<file path="src/rtl/aes_result_capture_if.sv">
// ----------------------------------------------------------------------------
// aes_result_capture_if
//
// Purpose: read-side handshake bundle of the AES result capture FIFO.
//
// Signals:
//   res_valid  1    FIFO holds at least one result (driven by the capture stage)
//   res_ready  1    consumer accepts the head entry this cycle
//   res_data   128  head entry ciphertext
//   res_tag    8    head entry sequence number
//
// Modports:
//   master  the capture stage (produces results)
//   slave   the consumer (accepts results)
// ----------------------------------------------------------------------------
interface aes_result_capture_if;
    logic         res_valid;
    logic         res_ready;
    logic [127:0] res_data;
    logic [7:0]   res_tag;

    modport master (
        output res_valid,
        output res_data,
        output res_tag,
        input  res_ready
    );

    modport slave (
        input  res_valid,
        input  res_data,
        input  res_tag,
        output res_ready
    );
endinterface : aes_result_capture_if

</file>
<file path="src/rtl/aes_result_capture.sv">
// ----------------------------------------------------------------------------
// aes_result_capture
//
// Purpose: capture stage behind the pipelined AES top. Each cycle that carries
// a real (key, state) pair is tagged with an 8-bit sequence number. A valid/tag
// delay line of LATENCY stages follows it through the AES pipeline, so the
// matching ciphertext can be captured into a small show-ahead FIFO that is
// read over a ready/valid handshake. A side monitor counts the cycles on which
// the 64-bit Capacitance bus changes value.
//
// Parameters:
//   LATENCY  cycles from state/key presentation to matching out (1..64)
//   DEPTH    result FIFO entries, power of two (2..16)
//
// Ports:
//   clk             clock, all logic on the rising edge
//   rst             synchronous active-high reset
//   in_valid        AES top is given a real vector this cycle
//   aes_out         AES top ciphertext output (128 bit)
//   cap             AES top Capacitance output (64 bit)
//   res             read side: res_valid/res_ready/res_data/res_tag
//   level           FIFO occupancy, 0..DEPTH
//   overflow        sticky, a result was dropped because the FIFO was full
//   cap_toggle_cnt  saturating count of cycles on which cap changed
// ----------------------------------------------------------------------------
module aes_result_capture #(
    parameter int LATENCY = 21,
    parameter int DEPTH   = 4
) (
    input  logic                        clk,
    input  logic                        rst,
    input  logic                        in_valid,
    input  logic [127:0]                aes_out,
    input  logic [63:0]                 cap,
    aes_result_capture_if.master        res,
    output logic [4:0]                  level,
    output logic                        overflow,
    output logic [15:0]                 cap_toggle_cnt
);

    localparam int AW = (DEPTH > 1) ? $clog2(DEPTH) : 1;

    typedef logic [AW-1:0] ptr_t;

    typedef struct packed {
        logic [7:0]   tag;
        logic [127:0] data;
    } entry_t;

    // ------------------------------------------------------------------------
    // State
    // ------------------------------------------------------------------------
    logic [7:0]  seq_q, seq_d;

    logic        dl_v_q   [LATENCY];
    logic [7:0]  dl_tag_q [LATENCY];

    entry_t      mem_q [DEPTH];
    ptr_t        wr_ptr_q, wr_ptr_d;
    ptr_t        rd_ptr_q, rd_ptr_d;
    logic [4:0]  count_q, count_d;
    logic        overflow_q, overflow_d;

    logic [63:0] cap_prev_q;
    logic        prev_ok_q;
    logic [15:0] cnt_q, cnt_d;

    // ------------------------------------------------------------------------
    // Combinational control
    // ------------------------------------------------------------------------
    logic        cap_v;
    logic [7:0]  cap_tag;
    logic        empty;
    logic        full;
    logic        pop;
    logic        push;
    logic        drop;
    logic        cap_changed;

    // Output of the last delay-line stage lines up with aes_out of the same vector.
    assign cap_v   = dl_v_q[LATENCY-1];
    assign cap_tag = dl_tag_q[LATENCY-1];

    always_comb begin
        // NOTE: every signal driven here gets a value before any condition, so
        // no path leaves it unassigned and no latch is inferred.
        empty       = (count_q == 5'd0);
        full        = (count_q == 5'(DEPTH));
        pop         = !empty && res.res_ready;
        // A full FIFO still accepts a push when the head leaves in the same
        // cycle; an empty FIFO never forwards the incoming entry straight out.
        push        = cap_v && (!full || pop);
        drop        = cap_v && full && !pop;
        cap_changed = prev_ok_q && (cap != cap_prev_q);

        seq_d       = in_valid ? seq_q + 8'd1 : seq_q;
        wr_ptr_d    = push ? wr_ptr_q + 1'b1 : wr_ptr_q;
        rd_ptr_d    = pop  ? rd_ptr_q + 1'b1 : rd_ptr_q;

        count_d     = count_q;
        unique case ({push, pop})
            2'b10:   count_d = count_q + 5'd1;
            2'b01:   count_d = count_q - 5'd1;
            default: count_d = count_q;
        endcase

        overflow_d  = overflow_q | drop;

        cnt_d       = cnt_q;
        if (cap_changed && (cnt_q != 16'hFFFF)) begin
            cnt_d = cnt_q + 16'd1;
        end
    end

    // ------------------------------------------------------------------------
    // Sequence counter and valid/tag delay line
    // ------------------------------------------------------------------------
    // NOTE: sequential state uses non-blocking assignments so every register
    // updates from the values present before the edge, independent of order.
    always_ff @(posedge clk) begin
        if (rst) begin
            seq_q <= 8'd0;
            for (int i = 0; i < LATENCY; i++) begin
                dl_v_q[i]   <= 1'b0;
                dl_tag_q[i] <= 8'd0;
            end
        end else begin
            seq_q       <= seq_d;
            dl_v_q[0]   <= in_valid;
            dl_tag_q[0] <= seq_q;
            for (int i = 1; i < LATENCY; i++) begin
                dl_v_q[i]   <= dl_v_q[i-1];
                dl_tag_q[i] <= dl_tag_q[i-1];
            end
        end
    end

    // ------------------------------------------------------------------------
    // Result FIFO
    // ------------------------------------------------------------------------
    // NOTE: the storage array is reset as well, so the show-ahead head reads
    // as zero rather than X while the FIFO is empty after reset.
    always_ff @(posedge clk) begin
        if (rst) begin
            for (int i = 0; i < DEPTH; i++) begin
                mem_q[i] <= '0;
            end
            wr_ptr_q   <= '0;
            rd_ptr_q   <= '0;
            count_q    <= 5'd0;
            overflow_q <= 1'b0;
        end else begin
            if (push) begin
                mem_q[wr_ptr_q] <= '{tag: cap_tag, data: aes_out};
            end
            wr_ptr_q   <= wr_ptr_d;
            rd_ptr_q   <= rd_ptr_d;
            count_q    <= count_d;
            overflow_q <= overflow_d;
        end
    end

    // ------------------------------------------------------------------------
    // Capacitance toggle monitor
    // ------------------------------------------------------------------------
    // prev_ok_q holds off counting until cap_prev_q has captured a real sample,
    // so the first sample after reset never counts as a change.
    always_ff @(posedge clk) begin
        if (rst) begin
            cap_prev_q <= 64'd0;
            prev_ok_q  <= 1'b0;
            cnt_q      <= 16'd0;
        end else begin
            cap_prev_q <= cap;
            prev_ok_q  <= 1'b1;
            cnt_q      <= cnt_d;
        end
    end

    // ------------------------------------------------------------------------
    // Outputs
    // ------------------------------------------------------------------------
    assign res.res_valid  = !empty;
    assign res.res_data   = mem_q[rd_ptr_q].data;
    assign res.res_tag    = mem_q[rd_ptr_q].tag;
    assign level          = count_q;
    assign overflow       = overflow_q;
    assign cap_toggle_cnt = cnt_q;

endmodule : aes_result_capture

</file>
<file path="src/flat_wrapper.sv">
// flat-port wrapper written by rule: the top's interface ports become plain ports
module aes_result_capture_flat 
#(
    parameter int LATENCY = 21,
    parameter int DEPTH   = 4
)
  (clk, rst, in_valid, aes_out, cap, level, overflow, cap_toggle_cnt, res_res_valid, res_res_data, res_res_tag, res_res_ready);
  aes_result_capture_if res_i ();
  input  logic clk;
  input  logic rst;
  input  logic in_valid;
  input  logic [127:0] aes_out;
  input  logic [63:0] cap;
  output logic [4:0] level;
  output logic overflow;
  output logic [15:0] cap_toggle_cnt;
  output wire logic [$bits(res_i.res_valid)-1:0] res_res_valid;
  output wire logic [$bits(res_i.res_data)-1:0] res_res_data;
  output wire logic [$bits(res_i.res_tag)-1:0] res_res_tag;
  input wire logic [$bits(res_i.res_ready)-1:0] res_res_ready;
  assign res_res_valid = res_i.res_valid;
  assign res_res_data = res_i.res_data;
  assign res_res_tag = res_i.res_tag;
  assign res_i.res_ready = res_res_ready;
  aes_result_capture #(.LATENCY(LATENCY), .DEPTH(DEPTH)) u_core (.clk(clk), .rst(rst), .in_valid(in_valid), .aes_out(aes_out), .cap(cap), .res(res_i), .level(level), .overflow(overflow), .cap_toggle_cnt(cap_toggle_cnt));
endmodule
</file>
<file path="config.mk">
export PLATFORM = sky130hd
export DESIGN_NAME = aes_result_capture_flat
export DESIGN_NICKNAME = d
export VERILOG_FILES = /design/src/rtl/aes_result_capture_if.sv /design/src/rtl/aes_result_capture.sv /design/src/flat_wrapper.sv
export SDC_FILE = /design/constraint.sdc
export NUM_CORES = 1
export LEC_CHECK = 0
export BUFFER_PORTS_ARGS = -buffer_cell sky130_fd_sc_hd__buf_2
export CAP_MARGIN = 20
export CORE_MARGIN = 8
export CORE_UTILIZATION = 45
export DETAILED_ROUTE_END_ITERATION = 10
export SYNTH_ARGS = -nofsm -noshare
export SYNTH_HDL_FRONTEND = slang
export SYNTH_SLANG_ARGS = --single-unit
</file>
<file path="constraint.sdc">
create_clock -name clk -period 8.32 [get_ports clk]
set_input_delay 0 -clock clk [delete_from_list [all_inputs] [get_ports clk]]
set_output_delay 0 -clock clk [all_outputs]
set_load 0.05 [all_outputs]
</file>
======== Word level (Yosys, flattened, before mapping) ========
Memories as Yosys holds them, arrays and structs flattened. A register that Yosys moved wholly into a read port is not among the register bits.
Index checks and enable logic that the tools add are counted.
cells by class
  multiplexer cells ....................... 54
  bitwise gates (word level) .............. 43
  $add $sub $neg .......................... 6
  equality and inequality tests ........... 5
  reduce and logical (&&, ||, !) cells .... 13
operator list
  kind                                                                 count
  8-bit 2-to-1 mux                                                     21
  136-bit 2-to-1 mux                                                   1
  136-bit OR reduction                                                 1
  64-bit inequality test                                               1
  1-bit bitwise OR                                                     43
  1-bit 2-to-1 mux                                                     28
  16-bit by 1-bit adder with 16-bit output (second input constant)     1
  16-bit inequality test (second input constant)                       1
  5-bit case mux with 2 select lines                                   1
  8-bit by 1-bit adder with 8-bit output (second input constant)       1
  1-bit logical AND                                                    6
  2-bit 2-to-1 mux                                                     3
  5-bit by 1-bit adder with 5-bit output (second input constant)       1
  5-bit by 3-bit == test with 1-bit output (second input constant)     1
  5-bit zero test                                                      1
  5-bit by 1-bit subtractor with 5-bit output (second input constant)  1
  2-bit by 1-bit adder with 2-bit output (second input constant)       2
  1-bit zero test                                                      3
  2-bit by 1-bit == test with 1-bit output (second input constant)     1
  2-bit == test (second input constant)                                1
  2-bit nonzero test                                                   1
  1-bit logical OR                                                     1
storage, ports and cells
  output and inout port bits .............. 159
  register bits after elaboration ......... 99
  memory bits (writable) .................. 733
  memories kept ........................... 3
  logic and storage cells ................. 132
memories
  name             words  width  read ports  clocked after Yosys merged registers in  write ports  RTL line                  source
  u_core.mem_q     4      136    1           1                                        4            aes_result_capture.sv:58  entry_t mem_q [DEPTH];
  u_core.dl_tag_q  21     8      21          0                                        21           aes_result_capture.sv:56  logic [7:0] dl_tag_q [LATENCY];
  u_core.dl_v_q    21     1      21          0                                        21           aes_result_capture.sv:55  logic dl_v_q [LATENCY];

======== Depth between registers and ports, before layout ========
Gate-level depths: netlist (run 1).
  word-level depth ........................ 10
  gate-level depth with buffers ........... 10
  depth with buffers taken out ............ 9

======== Worst setup path after synthesis (run 1) ========
OpenSTA, ideal clock, no wires.
  path kind ............................... flip-flop to flip-flop
  from .................................... reg u_core.count_q[1], in the netlist u_core.level[1]
  to ...................................... mem u_core.mem_q[3][0] (netlist bit) (enable)
  arrival time ............................ 7290 ps
  slack ................................... 381 ps
  setup time .............................. 648 ps
  stages on the path, launching flop included .. 5
  cell sequence ........................... dfxtp_1 > nor2_1 > a31oi_1 > nand2_1 > o21ai_1
RTL lines
  item                    RTL line                   source
  start, declared         aes_result_capture.sv:61   logic [4:0] count_q, count_d;
  start signal, assigned  aes_result_capture.sv:158  count_q <= count_d;
  end, declared           aes_result_capture.sv:58

==> out/summary.txt, run 1 <==
Outcome -> finished, final reports clean
CTS tree -> yes
Part of the power in the clock network -> 0.387
Setup CP Type -> register to output port
Crit path max fanout -> 51
Initial antenna violation count -> 2
Synth Area in Compound Gates -> 0.00763
Comb power frac -> 0.141
Commonest non-fill, non-tap cell in the layout -> edfxtp_1
Setup total negative slack -> 0 ps
Hpwl dp -> 39.7 mm
Worst EP arrival -> 3720 ps
Post-CTS setup buffers -> 0
Simple-Gate Fraction of Synth Area -> 0.145
Synth warn -> 0
Top Ports -> 355
Endpoints failing hold -> 0
Post-Synthesis Cell Area -> 32,000 um2
Worst min-delay path category -> input port to register
Seq pwr share -> 0.472
Die height -> 283 um
Slew of the pin with the lowest slew margin -> 1030 ps
Most frequent cells in the layout -> 544 x edfxtp_1, 353 x buf_2, 299 x nor2_1
DRC -> 0
Rel. slew slack -> 0.310
Pwr dens -> 244 nW/um2
Site row count -> 97
Post-Synth XOR/XNOR Area -> 0.0211
Mapped Nets -> 2,485
Overflow after GRT -> 0
Number of buffers created by CTS -> 87
Final WL -> 72.7 mm
Area Overhead vs Synth -> 24.7%
Drt pass-1 iters -> 7
Share of cells above drive strength 1 -> 0.241
DR WL/cell -> 18.8 um
CTS sink count -> 834
Power Total -> 9.72 mW
Seq/Total Area, Yosys -> 0.692
Synth Register Bits -> 834
Post-synthesis mux area share -> 0.0998
Nets -> 3,059
Vias in the first global route -> 20,300
Endpoints failing setup -> 0
Fmax -> 269 MHz
RSZ-0062 raised after global routing -> no
Die width -> 283 um
Area post-placement -> 34,700 um2
Core Util, Final -> 0.569
Maximum vdd drop -> 195 uV
Adder-Cell Fraction of Synth Area -> 0.00156
Final worst-path cycle share -> 0.447
1st-iter DRT viols -> 1,058
Post-route cell area -> 39,900 um2
Starting Density -> 0.456
Clock transition at path regs -> 60 ps
First-pass GRT wire length -> 113 mm
Number of routed nets with antenna violations -> 0
Worst setup EP type -> output port
GRT Util Overall -> 0.180
PostCTS Resize Cnt -> 0
Sw frac -> 0.262
Core Area -> 70,100 um2
Lkg Pwr -> 16.0 nW
Synth Area per Inst -> 14.0 um2
H-tree depth -> 3
Critical Path RT -> 8320 ps
PortBufs -> 354
Clock tree buffer depth -> 3
DR vias/cell -> 4.94
Die footprint -> 79,900 um2
Crit start category -> register
Largest net degree at the start of global routing -> 206
Post-layout min period -> 3720 ps
Internal power -> 7.17 mW
RD Place Congestion -> 0.762
Worst Clk Skew -> 18.8 ps
Max cap viols -> 0
Later-pin clock latency in the skew report -> 620 ps
Combinational family with the most area after synthesis -> simple AND/OR/NAND/NOR gates
Via count -> 19,100
Hold buffer count at cts -> 243
Sw power -> 2.54 mW
Final Max Slew Viols -> 0
Mapped Cells -> 2,285
Post-synth cell types -> 43
Root Driver -> clkbuf_16
[per-stage QoR]
stage          hold slack [ps]  setup WS, ps  std cells
2_1_floorplan              128           381       2285
3_3_place_gp               235          4740       3467
3_5_place_dp               243          4710       3467
4_1_cts                    136          4510       3872
5_1_grt                    157          4450       3873
6_report                   177          4600       3873
[cell families after synthesis]
kind of cell / Yosys count
buffers and inverters: 271
adder cells (fa/ha/maj): 4
flip-flops: 834
AO/OA/AOI/OAI: 38
AND/OR/NAND/NOR: 915
XOR/XNOR: 77
multiplexers: 146
[final timing paths]
path,cells after the start,end,slack [ps],from
hold / removal,3,u_core.cap_prev_q[45],180,cap[45]
setup / recovery,4,res_res_data[0],4600,register
setup reg to reg,7,u_core.mem_q[0][110],4780,u_core.level[1]
hold reg to reg,1,u_core.dl_tag_q[0][73],430,u_core.dl_tag_q[0][65]
[layout make-up]
type | instances | area [um2]
well taps | 940 | 1180
diodes | 1 | 2.50
multi-input cells | 1180 | 8850
inverters | 141 | 529
clock inverters | 52 | 462
fillers | 5734 | 30300
clock buffers | 110 | 2310
repair buffers | 615 | 4410
flip-flops and latches | 834 | 22100
[registers in the layout, summed over array words and instances (netlist names), named ones only]
register	count
u_core.mem_q	544
u_core.dl_tag_q	168
u_core.cap_prev_q	64
u_core.dl_v_q	21
u_core.cap_toggle_cnt	16
u_core.seq_q	8
u_core.level	5
u_core.rd_ptr_q	2
u_core.wr_ptr_q	2
u_core.overflow	1
u_core.prev_ok_q	1
[cells in the mapped netlist]
library cell,instances,area share
a211oi_2,1,0.00039
a21oi_1,13,0.0020
a21oi_2,2,0.00055
a311o_1,1,0.00031
a311oi_1,1,0.00027
a31oi_1,1,0.00020
a41oi_1,1,0.00027
and2_1,138,0.027
and3_1,4,0.00078
buf_1,6,0.00070
buf_2,22,0.0034
buf_6,2,0.00070
clkbuf_1,100,0.012
dfxtp_1,290,0.18
edfxtp_1,544,0.51
ha_1,4,0.0016
inv_1,96,0.011
inv_2,45,0.0053
mux2_1,1,0.00035
mux2_2,1,0.00035
mux2_4,5,0.0023
mux2i_1,3,0.00094
mux4_2,136,0.096
nand2_1,153,0.018
nand2b_1,1,0.00020
nand3_1,8,0.0013
nand4_1,13,0.0025
nor2_1,300,0.035
nor2_2,1,0.00020
nor2b_1,258,0.050
nor3_1,1,0.00016
nor3_2,5,0.0016
nor4_1,17,0.0033
nor4_4,1,0.00067
o21a_1,1,0.00023
o21ai_0,4,0.00063
o21ai_1,4,0.00063
o31ai_1,9,0.0021
or2_1,2,0.00039
or3_1,4,0.00078
or4_1,9,0.0021
xnor2_1,5,0.0014
xor2_1,72,0.020
[worst max-delay path: stages (launching register included)]
cell and delay [ps]:
dfxtp_4 740, buf_4 770, buf_4 810, mux4_2 450, buf_2 240
[routing by layer]
layer	part of all wire	track usage
met4	0.021	0.0523
met1	0.41	0.219
met2	0.52	0.326
met3	0.053	0.0325
met5	0	0
[power groups by stage]
| stage | Clock (mW) | Combinational [mW] | Sequential [mW] |
|---|---|---|---|
| detailed placement | 0 | 1.31 | 4.68 |
| CTS | 3.86 | 1.40 | 4.59 |
| floorplan | 0 | 0.982 | 4.66 |
| global placement | 0 | 1.30 | 4.67 |
| finish | 3.76 | 1.37 | 4.58 |
| global route | 4.01 | 1.45 | 4.60 |
No activity file was read; power rests on OpenSTA's default activity.
==> inputs of run 2 (changes only) <==
PLACE_DENSITY = 0.66   (was unset)
clock period = 3.4 ns   (was 8.32 ns; I/O delays follow)
==> run 2 against run 1 <==
Critical path type is now register to register. Non-clock buffer count is 34 lower. Combinational power grew to 2.5 times the previous value. Final cell count is 0.98% lower. Worst setup slack worse by 3900 ps. Critical endpoint is now u_core.mem_q[0][113]. Highest routed layer is now met5.
==> out/summary.txt, run 2 (synthesis gave the netlist of run 1 again) <==
Power Total -> 24.2 mW (+150%)
Outcome -> finished, final reports clean
Worst min-delay path category -> input port to register
First-pass GRT wire length -> 113 mm (+0.85%)
Number of routed nets with antenna violations -> 0 (unchanged)
Worst setup EP type -> register
CTS tree -> yes
PostCTS Resize Cnt -> 0 (unchanged)
Post-route cell area -> 39,900 um2 (about the same)
H-tree depth -> 3 (unchanged)
Crit start category -> register
Die height -> 283 um (unchanged)
Root Driver -> clkbuf_16
Later-pin clock latency in the skew report -> 640 ps (+20 ps)
RD Place Congestion -> 0.765 (+0.41%)
Vias in the first global route -> 20,500 (+1.1%)
Biggest regs -> u_core.mem_q x544, u_core.dl_tag_q x168, u_core.cap_prev_q x64
Die width -> 283 um (unchanged)
Pwr dens -> 606 nW/um2 (+150%)
CP max-delay cell -> buf_4
Core Area -> 70,100 um2 (unchanged)
Post-CTS setup buffers -> 0 (unchanged)
Slew of the pin with the lowest slew margin -> 1040 ps (+1.94 ps)
Number of buffers created by CTS -> 86 (-1.1%)
Core Util, Final -> 0.568 (about the same)
Final Instance Count excl. Fillers -> 3,835 (-0.98%)
Top delay family on crit path -> buffers and inverters
Dpl cells -> 3,480 (+0.37%)
Largest net degree at the start of global routing -> 260 (+26%)
Share of cells above drive strength 1 -> 0.254 (+0.0136)
GRT Util Overall -> 0.183 (+0.00238)
Overflow after GRT -> 0 (unchanged)
1st-iter DRT viols -> 1,352 (+28%)
Endpoints failing hold -> 0 (unchanged)
Worst path cell trace -> nor2_4 > nand3_1 > nand2_2 > nor4_2 > buf_4 > buf_4 > and2_1
Starting Density -> 0.456 (unchanged)
Biggest register -> u_core.mem_q
R2R setup slack -> 700 ps (-4080 ps)
Reg2Reg Depth -> 7 (unchanged)
Hold buffer count at cts -> 196 (-19%)
Crit path buf inv count -> 2 (-1)
Rel. slew slack -> 0.309 (-0.00129)
Worst r2r src -> u_core.level[1]
Critical Path RT -> 3890 ps (-4430 ps)
Hpwl dp -> 42.6 mm (+7.4%)
Area post-placement -> 35,000 um2 (+0.87%)
Worst EP arrival -> 3190 ps (-530 ps)
Via count -> 19,400 (+1.3%)
Clock tree buffer depth -> 3 (unchanged)
Place WS -> 670 ps (-4040 ps)
Post-layout min period -> 2700 ps
Maximum vdd drop -> 396 uV (+100%)
Final worst-path cycle share -> 0.795
Setup CP Type -> register to register
Worst Setup SP -> u_core.level[1]
Reg-to-reg endpoint -> u_core.mem_q[0][113]
Lkg Pwr -> 15.9 nW (-0.45%)
Fmax -> 370 MHz
Site row count -> 97 (unchanged)
CP Depth -> 7 (+3)
Nets -> 3,024 (-1.1%)
DR vias/cell -> 5.05 (+2.3%)
PortBufs -> 354 (unchanged)
Drt pass-1 iters -> 5 (-2)
Clock transition at path regs -> 60 ps (about the same)
Initial antenna violation count -> 6 (+4)
RSZ-0062 raised after global routing -> no
PnR worst setup slack -> 696 ps (-3910 ps)
DR WL/cell -> 19.3 um (+2.7%)
Die footprint -> 79,900 um2 (unchanged)
Area Overhead vs Synth -> 24.6% (about the same)
Commonest non-fill, non-tap cell in the layout -> edfxtp_1
Worst Clk Skew -> 29.3 ps (+10.4 ps)
Top Ports -> 355 (unchanged)
CP Capture Point -> u_core.mem_q[0][113]
Final WL -> 73.9 mm (+1.7%)
Max cap viols -> 0 (unchanged)
Largest register FFs -> 544 (unchanged)
Endpoints failing setup -> 0 (unchanged)
CTS sink count -> 834 (unchanged)
Most frequent cells in the layout -> 544 x edfxtp_1, 353 x buf_2, 298 x nor2_1
Max incr delay on CP -> 830 ps (+20 ps)
DRC -> 0 (unchanged)
Worst path most repeated cell -> buf_4
Final Max Slew Viols -> 0 (unchanged)
Crit path max fanout -> 85 (+67%)
-- run 2: cell types whose count changed in the layout (fill, tap and decap cells not counted), moves of 4 or more --
| cell | delta |
|---|---|
| dfxtp_1 | -5 |
| dlygate4sd3_1 | -47 |
| inv_6 | -4 |
| clkbuf_1 | -6 |
| clkinv_1 | -7 |
| buf_12 | +12 |
| clkbuf_8 | +5 |
| dfxtp_4 | +5 |
-- run 2: worst min-delay path, delay by kind of cell --
| family | cells | cell delay (ps) |
|---|---|---|
| buffers and inverters | 2 | 630 |
| and+or+nand+nor | 1 | 120 |
-- run 2: worst min-delay path by stage --
stage / startpoint / end / slack, ps / cells after the start
after global placement: cap[33] / u_core.cap_prev_q[33] / 240 / 2
after detailed placement: cap[21] / u_core.cap_prev_q[21] / 240 / 2
after floorplan: cap[0] / u_core.cap_prev_q[0] / 130 / 1
after CTS: cap[58] / u_core.cap_prev_q[58] / 90 / 3
after global routing: cap[40] / u_core.cap_prev_q[40] / 140 / 3
final: cap[40] / u_core.cap_prev_q[40] / 150 / 3
-- run 2: per-layer routing --
metal  wire length [um]  vias to the layer above  track usage
li1                   -                     8936            -
met1              29500                     9627        0.228
met2              36600                      685        0.314
met3               6220                      123       0.0477
met4               1560                        8       0.0492
met5                 57                        -            0
-- run 2: report_power, final --
part           internal [mW]  total [mW]  switching, mW  leakage, nW
Combinational           1.23        3.45           2.22         6.45
Clock                   5.59        9.51           3.93         1.43
Sequential              11.0        11.2          0.166         8.06
Total                   17.9        24.2           6.31         15.9
-- run 2: area by class of cell --
class | instances | area, um2
clock buffers | 111 | 2370
fillers | 5511 | 30300
multi-input cells | 1180 | 8880
repair buffers | 581 | 4190
flip-flops and latches | 834 | 22200
inverters | 141 | 529
well taps | 940 | 1180
clock inverters | 46 | 543
diodes | 2 | 5.00
-- run 2: stage by stage --
stage	TNS, ps	hold slack [ps]
final	0	154
after global routing	0	140
after CTS	0	88.8
after detailed placement	0	242
after global placement	0	237
after floorplan	-18330	128
